<file path="src/rtl/seg_pkg.sv">
// Shared segment encodings and hex decode helper for the LED scan display.
package seg_pkg;

  localparam int DIGIT_W = 2;

  localparam logic [6:0] SEG_0   = 7'h3F;
  localparam logic [6:0] SEG_1   = 7'h06;
  localparam logic [6:0] SEG_2   = 7'h5B;
  localparam logic [6:0] SEG_3   = 7'h4F;
  localparam logic [6:0] SEG_4   = 7'h66;
  localparam logic [6:0] SEG_5   = 7'h6D;
  localparam logic [6:0] SEG_6   = 7'h7D;
  localparam logic [6:0] SEG_7   = 7'h07;
  localparam logic [6:0] SEG_8   = 7'h7F;
  localparam logic [6:0] SEG_9   = 7'h6F;
  localparam logic [6:0] SEG_A   = 7'h77;
  localparam logic [6:0] SEG_B   = 7'h7C;
  localparam logic [6:0] SEG_C   = 7'h39;
  localparam logic [6:0] SEG_D   = 7'h5E;
  localparam logic [6:0] SEG_E   = 7'h79;
  localparam logic [6:0] SEG_F   = 7'h71;
  localparam logic [6:0] SEG_OFF = 7'h00;

  // Active-high {g,f,e,d,c,b,a}; b and d are lowercase glyphs.
  function automatic logic [6:0] hex_to_seg(input logic [3:0] nib);
    logic [6:0] s;
    s = SEG_OFF;
    unique case (nib)
      4'h0: s = SEG_0;
      4'h1: s = SEG_1;
      4'h2: s = SEG_2;
      4'h3: s = SEG_3;
      4'h4: s = SEG_4;
      4'h5: s = SEG_5;
      4'h6: s = SEG_6;
      4'h7: s = SEG_7;
      4'h8: s = SEG_8;
      4'h9: s = SEG_9;
      4'hA: s = SEG_A;
      4'hB: s = SEG_B;
      4'hC: s = SEG_C;
      4'hD: s = SEG_D;
      4'hE: s = SEG_E;
      4'hF: s = SEG_F;
    endcase
    return s;
  endfunction

endpackage

</file>
<file path="src/rtl/hex7seg.sv">
// Combinational nibble to active-high 7-segment decoder.
module hex7seg
  import seg_pkg::*;
(
  input  logic [3:0] nib,
  output logic [6:0] seg
);

  assign seg = hex_to_seg(nib);

endmodule

</file>
<file path="src/rtl/led_seg_scan.sv">
// 4-digit hex scan of sampled CPU led_addr/led bytes.
// Define SEG_LZ_BLANK_EN for leading-zero blanking of digits 3 and 1.
module led_seg_scan
  import seg_pkg::*;
#(
  parameter int SCAN_DIV       = 50000,
  parameter int HOLD_CYCLES    = 5000000,
  parameter bit SEG_ACTIVE_LOW = 1'b1
) (
  input  logic       clk,
  input  logic       rst,
  input  logic [7:0] led,
  input  logic [7:0] led_addr,
  input  logic       freeze,
  output logic [3:0] an,
  output logic [6:0] seg,
  output logic       dp,
  output logic       sample_tick
);

  localparam int SCW = $clog2(SCAN_DIV);
  localparam int SMW =
    (HOLD_CYCLES > 1) ? $clog2(HOLD_CYCLES) : 1;
  localparam logic [SCW-1:0] SCAN_LAST =
    SCW'(SCAN_DIV - 1);
  localparam logic [SMW-1:0] SMP_LAST =
    SMW'(HOLD_CYCLES - 1);
  localparam logic [6:0] SEG_IDLE =
    SEG_ACTIVE_LOW ? 7'h7F : 7'h00;
  localparam logic DP_IDLE = SEG_ACTIVE_LOW;

  logic [SCW-1:0]     scan_cnt;
  logic [SMW-1:0]     sample_cnt;
  logic [DIGIT_W-1:0] digit_idx;
  logic [7:0]         hold_led;
  logic [7:0]         hold_addr;

  logic       capture;
  logic       scan_wrap;
  logic [3:0] nib;
  logic [6:0] dec;
  logic [6:0] seg_hi;
  logic       blank;
  logic       dp_lit;
  logic [3:0] an_nxt;
  logic [6:0] seg_nxt;
  logic       dp_nxt;

  assign capture   = (sample_cnt == '0) && !freeze;
  assign scan_wrap = (scan_cnt == SCAN_LAST);

  hex7seg u_hex (
    .nib (nib),
    .seg (dec)
  );

  always_comb begin
    nib = hold_led[3:0];
    unique case (digit_idx)
      2'd0: nib = hold_led[3:0];
      2'd1: nib = hold_led[7:4];
      2'd2: nib = hold_addr[3:0];
      2'd3: nib = hold_addr[7:4];
    endcase
  end

  always_comb begin
    blank = 1'b0;
`ifdef SEG_LZ_BLANK_EN
    blank =
      ((digit_idx == 2'd3) && (hold_addr[7:4] == 4'h0)) ||
      ((digit_idx == 2'd1) && (hold_led[7:4] == 4'h0));
`endif
    seg_hi  = blank ? SEG_OFF : dec;
    dp_lit  = (digit_idx == 2'd2);
    an_nxt  = ~(4'b0001 << digit_idx);
    seg_nxt = SEG_ACTIVE_LOW ? ~seg_hi : seg_hi;
    dp_nxt  = SEG_ACTIVE_LOW ? ~dp_lit : dp_lit;
  end

  always_ff @(posedge clk) begin
    if (rst) begin
      sample_cnt  <= '0;
      hold_led    <= '0;
      hold_addr   <= '0;
      sample_tick <= 1'b0;
    end else begin
      sample_cnt  <= (sample_cnt == SMP_LAST) ?
                     '0 : sample_cnt + 1'b1;
      sample_tick <= capture;
      if (capture) begin
        hold_led  <= led;
        hold_addr <= led_addr;
      end
    end
  end

  always_ff @(posedge clk) begin
    if (rst) begin
      scan_cnt  <= '0;
      digit_idx <= '0;
    end else begin
      scan_cnt <= scan_wrap ? '0 : scan_cnt + 1'b1;
      if (scan_wrap) digit_idx <= digit_idx + 1'b1;
    end
  end

  // Output register lags digit_idx/hold_* by one cycle.
  always_ff @(posedge clk) begin
    if (rst) begin
      an  <= 4'b1111;
      seg <= SEG_IDLE;
      dp  <= DP_IDLE;
    end else begin
      an  <= an_nxt;
      seg <= seg_nxt;
      dp  <= dp_nxt;
    end
  end

endmodule

</file>
<file path="config.mk">
export PLATFORM = sky130hd
export DESIGN_NAME = led_seg_scan
export DESIGN_NICKNAME = d
export VERILOG_FILES = /design/src/rtl/seg_pkg.sv /design/src/rtl/hex7seg.sv /design/src/rtl/led_seg_scan.sv
export SDC_FILE = /design/constraint.sdc
export NUM_CORES = 1
export LEC_CHECK = 0
export CELL_PAD_IN_SITES_DETAIL_PLACEMENT = 0
export CELL_PAD_IN_SITES_GLOBAL_PLACEMENT = 1
export CORE_MARGIN = 2
export CORE_UTILIZATION = 45
export DETAILED_ROUTE_END_ITERATION = 7
export GPL_ROUTABILITY_DRIVEN = 0
export GPL_TIMING_DRIVEN = 0
export PLACE_DENSITY = 0.92
export SLEW_MARGIN = 15
export SYNTH_ARGS = -nofsm -noshare
export SYNTH_HDL_FRONTEND = slang
export SYNTH_SLANG_ARGS = --single-unit
</file>
<file path="constraint.sdc">
create_clock -name clk -period 6.72 [get_ports clk]
set_input_delay 1.344 -clock clk [delete_from_list [all_inputs] [get_ports clk]]
set_output_delay 1.344 -clock clk [all_outputs]
set_load 0.02 [all_outputs]
</file>
==> summary.txt, run 1 <==
STA
  – Final clock period utilization by the worst path: 41.5%
  – Timing-limited maximum frequency: 0.358 GHz
  – Crit path setup slack, layout: 3.93 ns
  – Slew Viols, Final: 0
  – Worst hold margin: 0.460 ns
  – Minimum clock period: 2.79 ns
  – Setup tns final: 0 ns
  – Worst-margin pin slew: 0.703 ns
  – RSZ-0062 raised after global routing: no
  – Final count of negative-setup-slack endpoints: 0
  – Endpoints failing hold: 0
  – Maximum clock skew at final layout: 0.00783 ns
  – Worst rel slew slack: 51.8%

Global routing
  – Total GRT Usage: 19.1%
  – Most used routing layer: met2
  – Final global-route overflow total: 0
  – Met2 Track Usage GR: 28.8%
  – Largest net degree at the start of global routing: 13
  – Grt met1 use: 25.8%
  – Number of antenna violations at the first check in global routing: 0
  – First-pass GRT wire length: 11700 um
  – Vias in the first global route: 2528
  – GR Layer Usage met3: 6.19%

Critical path
  – Required time of the critical path: 6.99 ns
  – Critical path type: input port to flop
  – Element type at the critical path end: flop
  – Worst reg2reg path endpoint: seg[6]
  – Number of cell instances on the worst register-to-register path: 9
  – Critical path cell sequence: clkdlybuf4s50_1 -> nor3b_1 -> and4_1 -> clkbuf_1 -> buf_2 -> nand3_1 -> a21oi_1
  – Critical path's largest stage delay: 0.40 ns
  – CP Max Fanout: 10
  – Data arrival at the endpoint of the critical path: 3.06 ns
  – Critical Path Source: freeze
  – Crit Reg-Reg Startpoint: digit_idx[0]
  – Master of the slowest instance on the critical path: sky130_fd_sc_hd__clkdlybuf4s50_1
  – Destination of the critical timing path: hold_addr[4]
  – Startpoint types: input port
  – Reg-to-reg setup timing slack: 4.03 ns

Floorplanning
  – Die width: 89.3 um
  – Core Box Area: 0.00714 mm^2
  – Count of standard-cell rows: 31
  – Starting utilization of the core area: 45.8%
  – Floorplan die height: 89.3 um
  – Overall die area: 0.00797 mm^2
  – Number of I/O pins: 32

Place
  – Post-DP Area: 0.00369 mm^2
  – Number of cells after detailed placement: 504
  – Sum of net half-perimeters after detailed placement: 5010 um
  – Number of input and output port buffers inserted: 30
  – Dpl ws: 3.59 ns

Finish
  – Final standard cell utilization of the core: 54.9%
  – Filler cell count in the final layout: 681
  – Share of cells above drive strength 1: 6.41%
  – Number of standard cells in the final layout excluding fillers: 520
  – Syn-to-layout area delta: 19.8%
  – Nets: 450
  – Diode insertion count for antenna repair: 0
  – Layout Cell Area excl Fill: 0.00392 mm^2

Yosys
  – Seq/Total Area, Yosys: 42.2%
  – Number of nets in the synthesized netlist: 409
  – Number of synthesized flops with an enable pin: 0
  – Post-synthesis sequential element count: 69
  – Warnings from Yosys: 0
  – Synth unique cells: 45
  – Cell area after technology mapping: 0.00327 mm^2
  – Post-synth top flop: sky130_fd_sc_hd__dfxtp_1
  – Cells after Synth: 375
  – Mean Syn Cell Area: 8.72 um^2
  – Fraction of registers with async set/reset: 0%

Drt
  – Number of detailed-routing iterations run before antenna repair: 4
  – DRC violation count after routing: 0
  – Drt wl/cell: 13.8 um
  – Number of DRC markers in iteration 0: 146
  – Number of vias per cell: 5.41
  – Total wire length: 7150 um
  – Antenna Nets Post-Route: 0
  – DR vias: 2813

Clocking
  – TritonCTS clock tree: yes
  – Clk_lat worst skew: 0.35 ns
  – Maximum buffer depth of the clock tree: 2
  – Post-cts gate resize count: 0
  – Clock transition at the registers of the reported paths: 0.07 ns
  – Max H-tree Level: 3
  – Setup Buffers After CTS: 0
  – Root Buffer: sky130_fd_sc_hd__clkbuf_8
  – Number of clock sinks seen by CTS: 69
  – Clock buffers created by TritonCTS: 9
  – Hold buffers post-CTS: 0

Power and ir drop
  – Largest voltage drop on the vdd net: 0.000128 V
  – Sum of internal, switching and leakage power: 0.896 mW
  – Ratio of total power to cell area: 229 mW/mm^2
  – P_leak: 1.36 nW

Job
  – Count of max-cap constraint violations: 0

Status
  – Status: finished, final reports clean

Worst hold path
  – Type of the worst min-delay path: flop to flop
layer usage:
layer  vias up  routed length (um)
li1       1433                   -
met1      1312                3510
met2        57                3170
met3        11                 367
met4         0                 110
met5         -                   0
report_power, final:
group | leakage, nW | switching, mW | internal, mW | total, mW
Clock | 0.112 | 0.160 | 0.218 | 0.379
Sequential | 0.562 | 0.00858 | 0.424 | 0.432
Combinational | 0.690 | 0.0455 | 0.0392 | 0.0846
Total | 1.36 | 0.215 | 0.681 | 0.896
cell usage in the layout (no fill, tap or decap), drive strengths merged, types with 7 or more instances in the layout:
cell,synthesis,final
a21oi,30,30
clkbuf,12,22
clkdlybuf4s50,0,30
dfxtp,69,69
ha,15,15
inv,16,16
mux2i,7,7
nand2,13,13
nand3,32,32
nand4,12,12
nor2,43,43
nor4,7,7
o21ai,25,25
xnor2,18,18
xor2,7,7
flip-flops by register name, indices dropped and copies added, names as in the netlist:
signal       count
sample_cnt      23
an               4
hold_addr        8
sample_tick      1
hold_led         8
digit_idx        2
scan_cnt        16
seg              7
critical path, delay by kind of cell:
family	cells	cell delay (ns)
buffers and inverters	3	0.96
and+or+nand+nor	3	0.57
AOI/OAI and AO/OA	1	0.18
cell usage after synthesis (5+ instances only):
master | count | share of area, %
sky130_fd_sc_hd__o21ai_0 | 23 | 3.5
sky130_fd_sc_hd__and3_1 | 5 | 0.96
sky130_fd_sc_hd__inv_1 | 16 | 1.8
sky130_fd_sc_hd__nand2b_1 | 5 | 0.96
sky130_fd_sc_hd__clkbuf_1 | 12 | 1.4
sky130_fd_sc_hd__nor2_1 | 43 | 4.9
sky130_fd_sc_hd__and4_1 | 5 | 1.3
sky130_fd_sc_hd__ha_1 | 15 | 5.7
sky130_fd_sc_hd__mux2i_1 | 7 | 2.1
sky130_fd_sc_hd__a21oi_1 | 29 | 4.4
sky130_fd_sc_hd__nand4_1 | 11 | 2.1
sky130_fd_sc_hd__xor2_1 | 7 | 1.9
sky130_fd_sc_hd__nand3_1 | 31 | 4.7
sky130_fd_sc_hd__buf_2 | 5 | 0.76
sky130_fd_sc_hd__nand2_1 | 13 | 1.5
sky130_fd_sc_hd__xnor2_1 | 18 | 4.8
sky130_fd_sc_hd__or3_1 | 6 | 1.1
sky130_fd_sc_hd__nor4_1 | 7 | 1.3
sky130_fd_sc_hd__dfxtp_1 | 69 | 42
sky130_fd_sc_hd__or4_1 | 6 | 1.4
cell type report:
class	instances	area, um^2	area share, %
multi-input combinational	272	1750	44.7
sequential	69	1380	35.2
timing repair buffer	30	300	7.66
clock buffer	10	138	3.51
tap	99	124	3.16
clock inverter	6	86.3	2.20
buffer	18	77.6	1.98
inverter	16	60.1	1.53
kinds of logic (layout without fill, tap and decap cells):
family,Yosys count,after routing,synth area share [%]
AO/OA/AOI/OAI,74,74,13.5
XOR/XNOR,25,25,6.69
adder cells (fa/ha/maj),15,15,5.74
buffers and inverters,34,80,4.21
flip-flops,69,69,42.2
multiplexers,9,9,2.83
AND/OR/NAND/NOR,149,149,24.8
how the worst min path moves through the flow:
stage          slack, ns           to  cells past startpoint   startpoint
2_1_floorplan       0.43  scan_cnt[0]                      1  scan_cnt[0]
5_1_grt             0.49  hold_led[1]                      2  hold_led[1]
3_5_place_dp        0.45  scan_cnt[0]                      1  scan_cnt[0]
6_report            0.46  scan_cnt[0]                      1  scan_cnt[0]
4_1_cts             0.46  scan_cnt[0]                      1  scan_cnt[0]
3_3_place_gp        0.44  scan_cnt[0]                      1  scan_cnt[0]
Note: power is estimated with default switching activity, not from simulation.
==> run 2: changes to the inputs <==
--- a/config.mk
+++ b/config.mk
@@ -8,11 +8,11 @@
 export CELL_PAD_IN_SITES_DETAIL_PLACEMENT = 0
 export CELL_PAD_IN_SITES_GLOBAL_PLACEMENT = 1
 export CORE_MARGIN = 2
-export CORE_UTILIZATION = 45
+export CORE_UTILIZATION = 43
 export DETAILED_ROUTE_END_ITERATION = 7
 export GPL_ROUTABILITY_DRIVEN = 0
 export GPL_TIMING_DRIVEN = 0
-export PLACE_DENSITY = 0.92
+export PLACE_DENSITY = 0.89
 export SLEW_MARGIN = 15
 export SYNTH_ARGS = -nofsm -noshare
 export SYNTH_HDL_FRONTEND = slang
==> constraint.sdc (replaced) <==
create_clock -name clk -period 2.85 [get_ports clk]
set_input_delay 0.57 -clock clk [delete_from_list [all_inputs] [get_ports clk]]
set_output_delay 0.57 -clock clk [all_outputs]
set_load 0.02 [all_outputs]
==> summary.txt, run 2 (synthesis gave the netlist of run 1 again) <==
Global routing
  – Final global-route overflow total: 0 (unchanged)
  – Number of antenna violations at the first check in global routing: 0 (unchanged)
  – Vias in the first global route: 2662 (+5.3%)
  – Total GRT Usage: 18.4% (-0.68 points)
  – First-pass GRT wire length: 12500 um (+6.6%)
  – Largest net degree at the start of global routing: 13 (unchanged)

Finish
  – Most common cell after layout, fill and taps aside: sky130_fd_sc_hd__dfxtp_1
  – Top register by number of flip-flops: sample_cnt
  – Max reg flops: 23 (unchanged)
  – Nets: 450 (unchanged)
  – Diode insertion count for antenna repair: 0 (unchanged)
  – Syn-to-layout area delta: 19.4%
  – Most frequent cells in the layout: sky130_fd_sc_hd__dfxtp_1 (69), sky130_fd_sc_hd__nor2_1 (43), sky130_fd_sc_hd__nand3_1 (31)
  – Number of standard cells in the final layout excluding fillers: 520 (unchanged)
  – Registers with the most flip-flops: sample_cnt: 23 flops, scan_cnt: 16 flops
  – Share of cells above drive strength 1: 6.41% (unchanged)

Power and ir drop
  – P_leak: 1.35 nW (-0.79%)
  – Largest voltage drop on the vdd net: 0.000260 V (+100%)
  – Ratio of total power to cell area: 525 mW/mm^2 (+130%)

Floorplanning
  – Core Box Area: 0.00729 mm^2 (+2.2%)
  – Number of I/O pins: 32 (unchanged)
  – Count of standard-cell rows: 31 (unchanged)
  – Starting utilization of the core area: 44.9% (-0.98 points)
  – Floorplan die height: 91.2 um (+2.2%)
  – Overall die area: 0.00832 mm^2 (+4.4%)
  – Die width: 91.2 um (+2.2%)

Worst hold path
  – Hold Crit Depth: 1 (unchanged)
  – Type of the worst min-delay path: flop to flop

Critical path
  – Element type at the critical path end: flop
  – Data arrival at the endpoint of the critical path: 2.84 ns (-0.22 ns)
  – Critical path type: flop to flop
  – Required time of the critical path: 3.09 ns (-3.90 ns)
  – CP Max Fanout: 6 (-4)
  – Startpoint types: flop
  – Number of cell instances on the worst register-to-register path: 9 (unchanged)

STA
  – Minimum clock period: 2.60 ns
  – Final clock period utilization by the worst path: 91.4%
  – Crit path setup slack, layout: 0.246 ns (-3.68 ns)
  – Final count of negative-setup-slack endpoints: 0 (unchanged)
  – Worst rel slew slack: 53.2% (+1.4 points)
  – Slew Viols, Final: 0 (unchanged)
  – Setup tns final: 0 ns (unchanged)
  – Endpoints failing hold: 0 (unchanged)
  – Maximum clock skew at final layout: 0.00908 ns (+0.00125 ns)
  – RSZ-0062 raised after global routing: no
  – Worst hold margin: 0.463 ns (+0.00323 ns)
  – Worst-margin pin slew: 0.683 ns (-0.0203 ns)
  – Timing-limited maximum frequency: 0.384 GHz

Drt
  – DRC violation count after routing: 0 (unchanged)
  – Number of detailed-routing iterations run before antenna repair: 4 (unchanged)
  – Antenna Nets Post-Route: 0 (unchanged)
  – Number of vias per cell: 5.44 (+0.50%)
  – DR vias: 2827 (+0.50%)
  – Drt wl/cell: 14.0 um (+2.0%)
  – Total wire length: 7300 um (+2.0%)
  – Number of DRC markers in iteration 0: 103 (-29%)

Status
  – Status: finished, final reports clean

Clocking
  – TritonCTS clock tree: yes
  – Clock transition at the registers of the reported paths: 0.08 ns (about the same)
  – Root Buffer: sky130_fd_sc_hd__clkbuf_8
  – Number of clock sinks seen by CTS: 69 (unchanged)
  – Clock buffers created by TritonCTS: 9 (unchanged)
  – Clk_lat worst skew: 0.35 ns (about the same)
  – Maximum buffer depth of the clock tree: 2 (unchanged)
  – Hold buffers post-CTS: 0 (unchanged)
  – Max H-tree Level: 3 (unchanged)

Place
  – Dpl ws: 0.193 ns (-3.39 ns)
  – Sum of net half-perimeters after detailed placement: 5110 um (+2.0%)
  – Number of input and output port buffers inserted: 30 (unchanged)
  – Number of cells after detailed placement: 504 (unchanged)

Job
  – Count of max-cap constraint violations: 0 (unchanged)
-- run 2: changes by cell type in the layout (fill, tap and decap cells not counted) --
cell / before / now
sky130_fd_sc_hd__bufinv_16: 2 / 1
sky130_fd_sc_hd__clkbuf_8: 10 / 11
sky130_fd_sc_hd__clkinv_2: 2 / 1
sky130_fd_sc_hd__clkinvlp_4: 1 / 2
sky130_fd_sc_hd__o21ai_0: 23 / 22
sky130_fd_sc_hd__o21ai_1: 2 / 3
-- run 2: layer usage --
| layer | vias up | wire (um) | track usage (%) |
|---|---|---|---|
| li1 | 1433 | - | - |
| met1 | 1312 | 3600 | 24.5 |
| met2 | 70 | 3220 | 28.3 |
| met3 | 12 | 338 | 3.98 |
| met4 | 0 | 144 | 8.96 |
| met5 | - | 0 | 0 |
-- run 2: per-stage QoR --
stage / cell area [um^2] / power (mW) / util, %
final: 3910 / 2.05 / 53.6
after detailed placement: 3690 / 1.24 / 50.7
after CTS: 3910 / 2.07 / 53.6
after global routing: 3910 / 2.14 / 53.6
after floorplan: 3270 / 1.16 / -
after global placement: 3690 / 1.24 / 50.7
-- run 2: path summary, 6_finish.rpt --
kind,to,from,slack [ns]
hold / removal,scan_cnt[0],scan_cnt[0],0.46
setup reg to reg,seg[6],digit_idx[0],0.25
setup / recovery,seg[6],digit_idx[0],0.25
hold reg to reg,scan_cnt[0],scan_cnt[0],0.46
-- run 2: area by class of cell --
class	instances	area (um^2)
Fill cell	715	3390
Clock inverter	5	58.8
Inverter	16	60.1
Buffer	18	77.6
Tap cell	99	124
Clock buffer	11	151
Sequential cell	69	1380
Multi-Input combinational cell	272	1750
Timing Repair Buffer	30	300
-- run 2: repair_timing --
item | CTS | global route
resized for setup | 0 | 1
setup endpoints to repair | 0 | 1
setup buffers | 0 | 0
-- run 2: critical path: stages (launching register included) --
cell,delay (ns)
sky130_fd_sc_hd__dfxtp_1,0.36
sky130_fd_sc_hd__inv_1,0.11
sky130_fd_sc_hd__ha_1,0.28
sky130_fd_sc_hd__a222oi_1,0.36
sky130_fd_sc_hd__nand2_1,0.10
sky130_fd_sc_hd__o21ai_1,0.26
sky130_fd_sc_hd__inv_1,0.15
sky130_fd_sc_hd__ha_1,0.29
sky130_fd_sc_hd__mux2_1,0.31
sky130_fd_sc_hd__a221o_1,0.28
-- run 2: power by group --
group | switching, mW | leakage, nW | internal (mW)
registers | 0.0212 | 0.562 | 0.999
logic | 0.107 | 0.690 | 0.0925
clock network | 0.379 | 0.102 | 0.452
==> run 3: changes to the inputs <==
--- a/config.mk
+++ b/config.mk
@@ -13,6 +13,7 @@
 export GPL_ROUTABILITY_DRIVEN = 0
 export GPL_TIMING_DRIVEN = 0
 export PLACE_DENSITY = 0.89
+export SKIP_CTS_REPAIR_TIMING = 1
 export SLEW_MARGIN = 15
 export SYNTH_ARGS = -nofsm -noshare
 export SYNTH_HDL_FRONTEND = slang
==> results of run 3 <==
No change in the layout: final DEF, timing and power equal those of run 2.
